`config.mk`:
```
export PLATFORM = sky130hd
export DESIGN_NAME = router_fifo_buf_flat
export DESIGN_NICKNAME = d
export VERILOG_FILES = /design/src/rtl/router_fifo_buf_if.sv /design/src/rtl/router_fifo_buf.sv /design/src/flat_wrapper.sv
export SDC_FILE = /design/constraint.sdc
export NUM_CORES = 1
export LEC_CHECK = 0
export CORE_MARGIN = 2
export CORE_UTILIZATION = 55
export DETAILED_ROUTE_END_ITERATION = 7
export PLACE_DENSITY = 0.85
export REMOVE_ABC_BUFFERS = 1
export SLEW_MARGIN = 20
export SYNTH_ARGS = -nofsm -noshare
export SYNTH_HDL_FRONTEND = slang
export SYNTH_SLANG_ARGS = --single-unit
```
`constraint.sdc`:
```
create_clock -name clk -period 2.3 [get_ports clk]
set_input_delay 0.575 -clock clk [delete_from_list [all_inputs] [get_ports clk]]
set_output_delay 0.575 -clock clk [all_outputs]
set_load 0.005 [all_outputs]
```
`src/rtl/router_fifo_buf_if.sv`:
```
// Bus between the router sync stage / destination and one output FIFO.
// The master side drives write/read requests and the flush; the FIFO (slave) side
// returns the read byte and the full/empty status.
interface router_fifo_buf_if #(
  parameter int WIDTH = 8
);
  logic             soft_reset;
  logic             write_enb;
  logic             lfd_state;
  logic [WIDTH-1:0] data_in;
  logic             read_enb;
  logic [WIDTH-1:0] data_out;
  logic             full;
  logic             empty;

  modport master (
    output soft_reset, write_enb, lfd_state, data_in, read_enb,
    input  data_out, full, empty
  );

  modport slave (
    input  soft_reset, write_enb, lfd_state, data_in, read_enb,
    output data_out, full, empty
  );
endinterface

```
`src/rtl/router_fifo_buf.sv`:
```
// Per-destination output FIFO of the 1x3 router.
// Each entry stores {header_marker, byte}. The read side uses the marker to load a
// packet-length counter from the header and blanks data_out to zero once the
// parity byte has been presented and no further read arrives.
module router_fifo_buf #(
  parameter int WIDTH = 8,
  parameter int DEPTH = 16,
  parameter int ADDR  = 4
) (
  input logic               clk,
  input logic               resetn,
  router_fifo_buf_if.slave  fifo_if
);

  localparam int CNT_W = 7;

  logic [ADDR:0]      wr_ptr_q, wr_ptr_d;
  logic [ADDR:0]      rd_ptr_q, rd_ptr_d;
  logic [CNT_W-1:0]   pkt_cnt_q, pkt_cnt_d;
  logic [WIDTH-1:0]   data_out_q, data_out_d;
  logic [WIDTH:0]     mem_q [DEPTH];

  logic               full_w;
  logic               empty_w;
  logic               flush_w;
  logic               wr_en_w;
  logic               rd_en_w;
  logic [WIDTH:0]     rd_entry_w;

  // Status is decoded from registered pointers only; the extra MSB separates full from empty.
  assign empty_w = (wr_ptr_q == rd_ptr_q);
  assign full_w  = (wr_ptr_q[ADDR] != rd_ptr_q[ADDR]) &&
                   (wr_ptr_q[ADDR-1:0] == rd_ptr_q[ADDR-1:0]);

  // Hard reset and the sync-stage timeout flush have identical effect; both beat any access.
  assign flush_w = !resetn || fifo_if.soft_reset;

  // Requests are gated by the pre-edge status, so a write at full or a read at empty is ignored.
  assign wr_en_w    = fifo_if.write_enb && !full_w;
  assign rd_en_w    = fifo_if.read_enb  && !empty_w;
  assign rd_entry_w = mem_q[rd_ptr_q[ADDR-1:0]];

  assign fifo_if.full     = full_w;
  assign fifo_if.empty    = empty_w;
  assign fifo_if.data_out = data_out_q;

  // Next-state for pointers, packet counter and the registered read byte.
  always_comb begin
    wr_ptr_d   = wr_ptr_q;
    rd_ptr_d   = rd_ptr_q;
    pkt_cnt_d  = pkt_cnt_q;
    data_out_d = data_out_q;

    if (wr_en_w) begin
      wr_ptr_d = wr_ptr_q + 1'b1;
    end

    if (rd_en_w) begin
      rd_ptr_d   = rd_ptr_q + 1'b1;
      data_out_d = rd_entry_w[WIDTH-1:0];
      if (rd_entry_w[WIDTH]) begin
        // Header: reload with payload length plus the parity byte, discarding any leftover count.
        pkt_cnt_d = CNT_W'(rd_entry_w[WIDTH-1:2]) + CNT_W'(1);
      end else if (pkt_cnt_q != '0) begin
        pkt_cnt_d = pkt_cnt_q - CNT_W'(1);
      end
    end else if (pkt_cnt_q == '0) begin
      // Packet finished (or none in flight): return the output to zero.
      data_out_d = '0;
    end
  end

  // Pointer, counter and output registers with flush priority.
  always_ff @(posedge clk) begin
    if (flush_w) begin
      wr_ptr_q   <= '0;
      rd_ptr_q   <= '0;
      pkt_cnt_q  <= '0;
      data_out_q <= '0;
    end else begin
      wr_ptr_q   <= wr_ptr_d;
      rd_ptr_q   <= rd_ptr_d;
      pkt_cnt_q  <= pkt_cnt_d;
      data_out_q <= data_out_d;
    end
  end

  // Storage array; cleared on flush so no stale header marker survives into the next packet.
  always_ff @(posedge clk) begin
    if (flush_w) begin
      for (int i = 0; i < DEPTH; i++) begin
        mem_q[i] <= '0;
      end
    end else if (wr_en_w) begin
      mem_q[wr_ptr_q[ADDR-1:0]] <= {fifo_if.lfd_state, fifo_if.data_in};
    end
  end

endmodule

```
`src/flat_wrapper.sv`:
```
// flat-port wrapper written by rule: the top's interface ports become plain ports
module router_fifo_buf_flat 
#(
  parameter int WIDTH = 8,
  parameter int DEPTH = 16,
  parameter int ADDR  = 4
)
  (clk, resetn, fifo_if_soft_reset, fifo_if_write_enb, fifo_if_lfd_state, fifo_if_data_in, fifo_if_read_enb, fifo_if_data_out, fifo_if_full, fifo_if_empty);
  router_fifo_buf_if #(.WIDTH(WIDTH)) fifo_if_i ();
  input logic clk;
  input logic resetn;
  input wire logic [$bits(fifo_if_i.soft_reset)-1:0] fifo_if_soft_reset;
  input wire logic [$bits(fifo_if_i.write_enb)-1:0] fifo_if_write_enb;
  input wire logic [$bits(fifo_if_i.lfd_state)-1:0] fifo_if_lfd_state;
  input wire logic [$bits(fifo_if_i.data_in)-1:0] fifo_if_data_in;
  input wire logic [$bits(fifo_if_i.read_enb)-1:0] fifo_if_read_enb;
  output wire logic [$bits(fifo_if_i.data_out)-1:0] fifo_if_data_out;
  output wire logic [$bits(fifo_if_i.full)-1:0] fifo_if_full;
  output wire logic [$bits(fifo_if_i.empty)-1:0] fifo_if_empty;
  assign fifo_if_i.soft_reset = fifo_if_soft_reset;
  assign fifo_if_i.write_enb = fifo_if_write_enb;
  assign fifo_if_i.lfd_state = fifo_if_lfd_state;
  assign fifo_if_i.data_in = fifo_if_data_in;
  assign fifo_if_i.read_enb = fifo_if_read_enb;
  assign fifo_if_data_out = fifo_if_i.data_out;
  assign fifo_if_full = fifo_if_i.full;
  assign fifo_if_empty = fifo_if_i.empty;
  router_fifo_buf #(.WIDTH(WIDTH), .DEPTH(DEPTH), .ADDR(ADDR)) u_core (.clk(clk), .resetn(resetn), .fifo_if(fifo_if_i));
endmodule
```
==> results_dict.tcl <==
set metrics [dict create \
    outcome "finished with violations" \
    violations "setup timing" \
    drtAntennaViolNets 0 \
    critPathRequiredTime_ns 2.60 \
    fin_hold_ws_ns 0.4733 \
    dieArea_um2 15510 \
    timing.fmax_ghz 0.4264 \
    rows 44 \
    path_cells "buf_12, buf_16, mux4_2, a22oi_2, nand2_2, buf_6, nand4b_1, o221a_1, a221oi_2" \
    placed_cells 831 \
    ir_drop_mv 0.6749 \
    yosysTopAreaCell "edfxtp_1" \
    die_w_um 124.5 \
    period_minus_slack_ns 2.345 \
    power.static_leakage_nw 3.638 \
    end_kind "flop" \
    synth_top_area_share_pct 54.13 \
    ys_seq_area_share_pct 61.39 \
    cp_max_fo 6 \
    area_growth_pct 21.72 \
    drtIter0Drc 539 \
    drive_above_1_share_pct 26.74 \
    cts.sinks 173 \
    layout.nets 696 \
    port_buffers 23 \
    antenna_found_initial 0 \
    max_cap_viol_count 0 \
    drtPass1Iterations 5 \
    grt_max_degree 27 \
    numCtsBuffers 17 \
    gp_congestion 0.9098 \
    tightest_slew_ns 1.011 \
    r2r_slack_ns -0.05 \
    grt_overflow 0 \
    io_pins 24 \
    hold_violations 0 \
    grt_util_all_layers_pct 25.92 \
    die_y_um 124.5 \
    setup_ws_ns -0.04517 \
    drt-total-wl_um 19560 \
    wl_met2_um 9868 \
    ctsHoldBuffers 0 \
    synth_flop_cell "edfxtp_1" \
    route.vias.total 5298 \
    start_util_pct 55.60 \
    wire_per_inst_um 22.43 \
    clk_latency_ns 0.43 \
    grt_pass1_vias 5442 \
    yosysMostFrequentCell "and2_1" \
    yosys-top-cells-area "edfxtp_1 54%, and2_1 12%, mux4_2 11%" \
    critPathSlowestCell "mux4_2" \
    final_cells 872 \
    diodes 0 \
    cts_tree "done" \
    clkTransAtPathRegs_ns 0.07 \
    relSlewSlack_pct 31.71 \
    rsz0062_at_grt "true" \
    clk_path_buf_depth 2 \
    coreArea_um2 14370 \
    final_util_pct 67.68 \
    power_density_nw_per_um2 688.9 \
    synthTopCellsByCount "147 x and2_1, 144 x edfxtp_1, 38 x mux4_2" \
    met1Wirelength_um 7408 \
    cts-root-buf "clkbuf_16" \
    syn-cell-area_um2 7989 \
    ys_ff_latch 173 \
    viasPerCell 6.076 \
    wl_met3_um 1727 \
    synth-edff-count 144 \
    dp_hpwl_um 12930 \
    htreeDepth 4 \
    synth_warnings 0 \
    highest_layer "met4" \
    avgSynthCellArea_um2 13.77 \
    worstPathArrival_ns 2.65 \
    async_flop_share_pct 0 \
    critPathKind "reg -> reg" \
    drv_slew 0 \
    finalClockSkew_ns 0.01213 \
    fin_crit_sh_pct 102.0 \
    critPathMaxStageDelay_ns 0.54 \
    drc 0 \
    fin_tns_setup_ns -0.07918 \
    grt_pass1_wl_um 30520 \
    critPathLaunchType "flop" \
    synth_cell_type_count 41 \
    syn_inst 580 \
    final-setup-viol-count 3 \
    hold_path_class "reg -> reg" \
]
-- timing repair --
| item | in CTS | in global routing |
|---|---|---|
| buffers inserted | 4 | 3 |
| pin swaps | 7 | 9 |
| gates resized for setup | 18 | 18 |
| gates cloned | 1 | 1 |
| endpoints found under the setup margin | 4 | 84 |
-- cells in the final DEF, fill, tap and decap left out, types with 5 or more instances in the layout --
cell type / instances
and2_1: 146
edfxtp_1: 144
buf_4: 72
mux4_2: 39
nor2_1: 27
dfxtp_1: 23
clkdlybuf4s50_1: 21
nand2_1: 18
nand3_1: 18
clkbuf_16: 17
o21ai_0: 14
a21oi_1: 14
buf_12: 10
xor2_1: 9
a22oi_2: 9
nand2b_1: 8
xnor2_1: 7
nand4_1: 7
inv_1: 6
ha_1: 6
a22oi_1: 5
nor3_1: 5
o21ai_1: 5
-- flip-flops by register name (all words and copies together), names as in the netlist, named ones only --
| signal | count |
|---|---|
| u_core.wr_ptr_q | 5 |
| u_core.pkt_cnt_q | 7 |
| u_core.fifo_if.data_out | 8 |
| u_core.rd_ptr_q | 5 |
| u_core.mem_q | 144 |
-- where the power goes --
part | internal, mW | switching, mW
clock | 1.50 | 1.22
combinational | 0.201 | 0.238
sequential | 3.49 | 0.0476
total | 5.20 | 1.50
-- kinds of logic (layout without fill, tap and decap cells) --
group                    after synthesis  in the layout  synth area share [%]
AND/OR/NAND/NOR                      248            248                 17.54
AO/OA/AOI/OAI                         58             58                 4.746
multiplexers                          39             39                 11.04
flip-flops                           173            173                 61.39
adder cells (fa/ha/maj)                7              7                 1.096
XOR/XNOR                              17             17                 1.864
buffers and inverters                 38            146                 2.318
-- layout make-up --
cell class | instances | area (µm²)
repair buffers | 108 | 1012
inverters | 6 | 22.52
multi-input cells | 369 | 2989
well taps | 184 | 230.2
clock buffers | 20 | 436.7
clock inverters | 12 | 113.9
flip-flops and latches | 173 | 4920
fillers | 935 | 4644
-- worst paths after layout --
path	cells past startpoint	to	startpoint
setup / recovery	9	u_core.pkt_cnt_q[5]	flop
hold / removal	2	u_core.fifo_if.data_out[1]	u_core.fifo_if.data_out[1]
setup reg to reg	9	u_core.pkt_cnt_q[5]	flop
hold reg to reg	2	u_core.fifo_if.data_out[1]	u_core.fifo_if.data_out[1]
-- layer usage --
layer  track usage (%)  up-vias
li1                  -     2318
met4             8.130        0
met2             43.30      302
met1             33.69     2631
met5                 0        -
met3             6.486       47
-- per-stage QoR --
| stage | total power [mW] | instance area, µm² | setup WS (ns) |
|---|---|---|---|
| 4_1_cts | 6.695 | 9618 | 0.003558 |
| 3_3_place_gp | 3.980 | 8971 | -0.06255 |
| 6_report | 6.699 | 9724 | -0.04517 |
| 5_1_grt | 6.880 | 9724 | -0.1459 |
| 2_1_floorplan | 3.764 | 7826 | -1.038 |
| 3_5_place_dp | 4.007 | 8971 | -0.2015 |
-- worst max-delay path: cells and delay by family (launching register included) --
kind                   cells  cell delay, ns
AOI/OAI and AO/OA          3            0.66
DFF                        1            0.40
muxes                      1            0.54
buffers and inverters      3            0.38
and+or+nand+nor            2            0.23
Power figures use the tool's default switching activity.
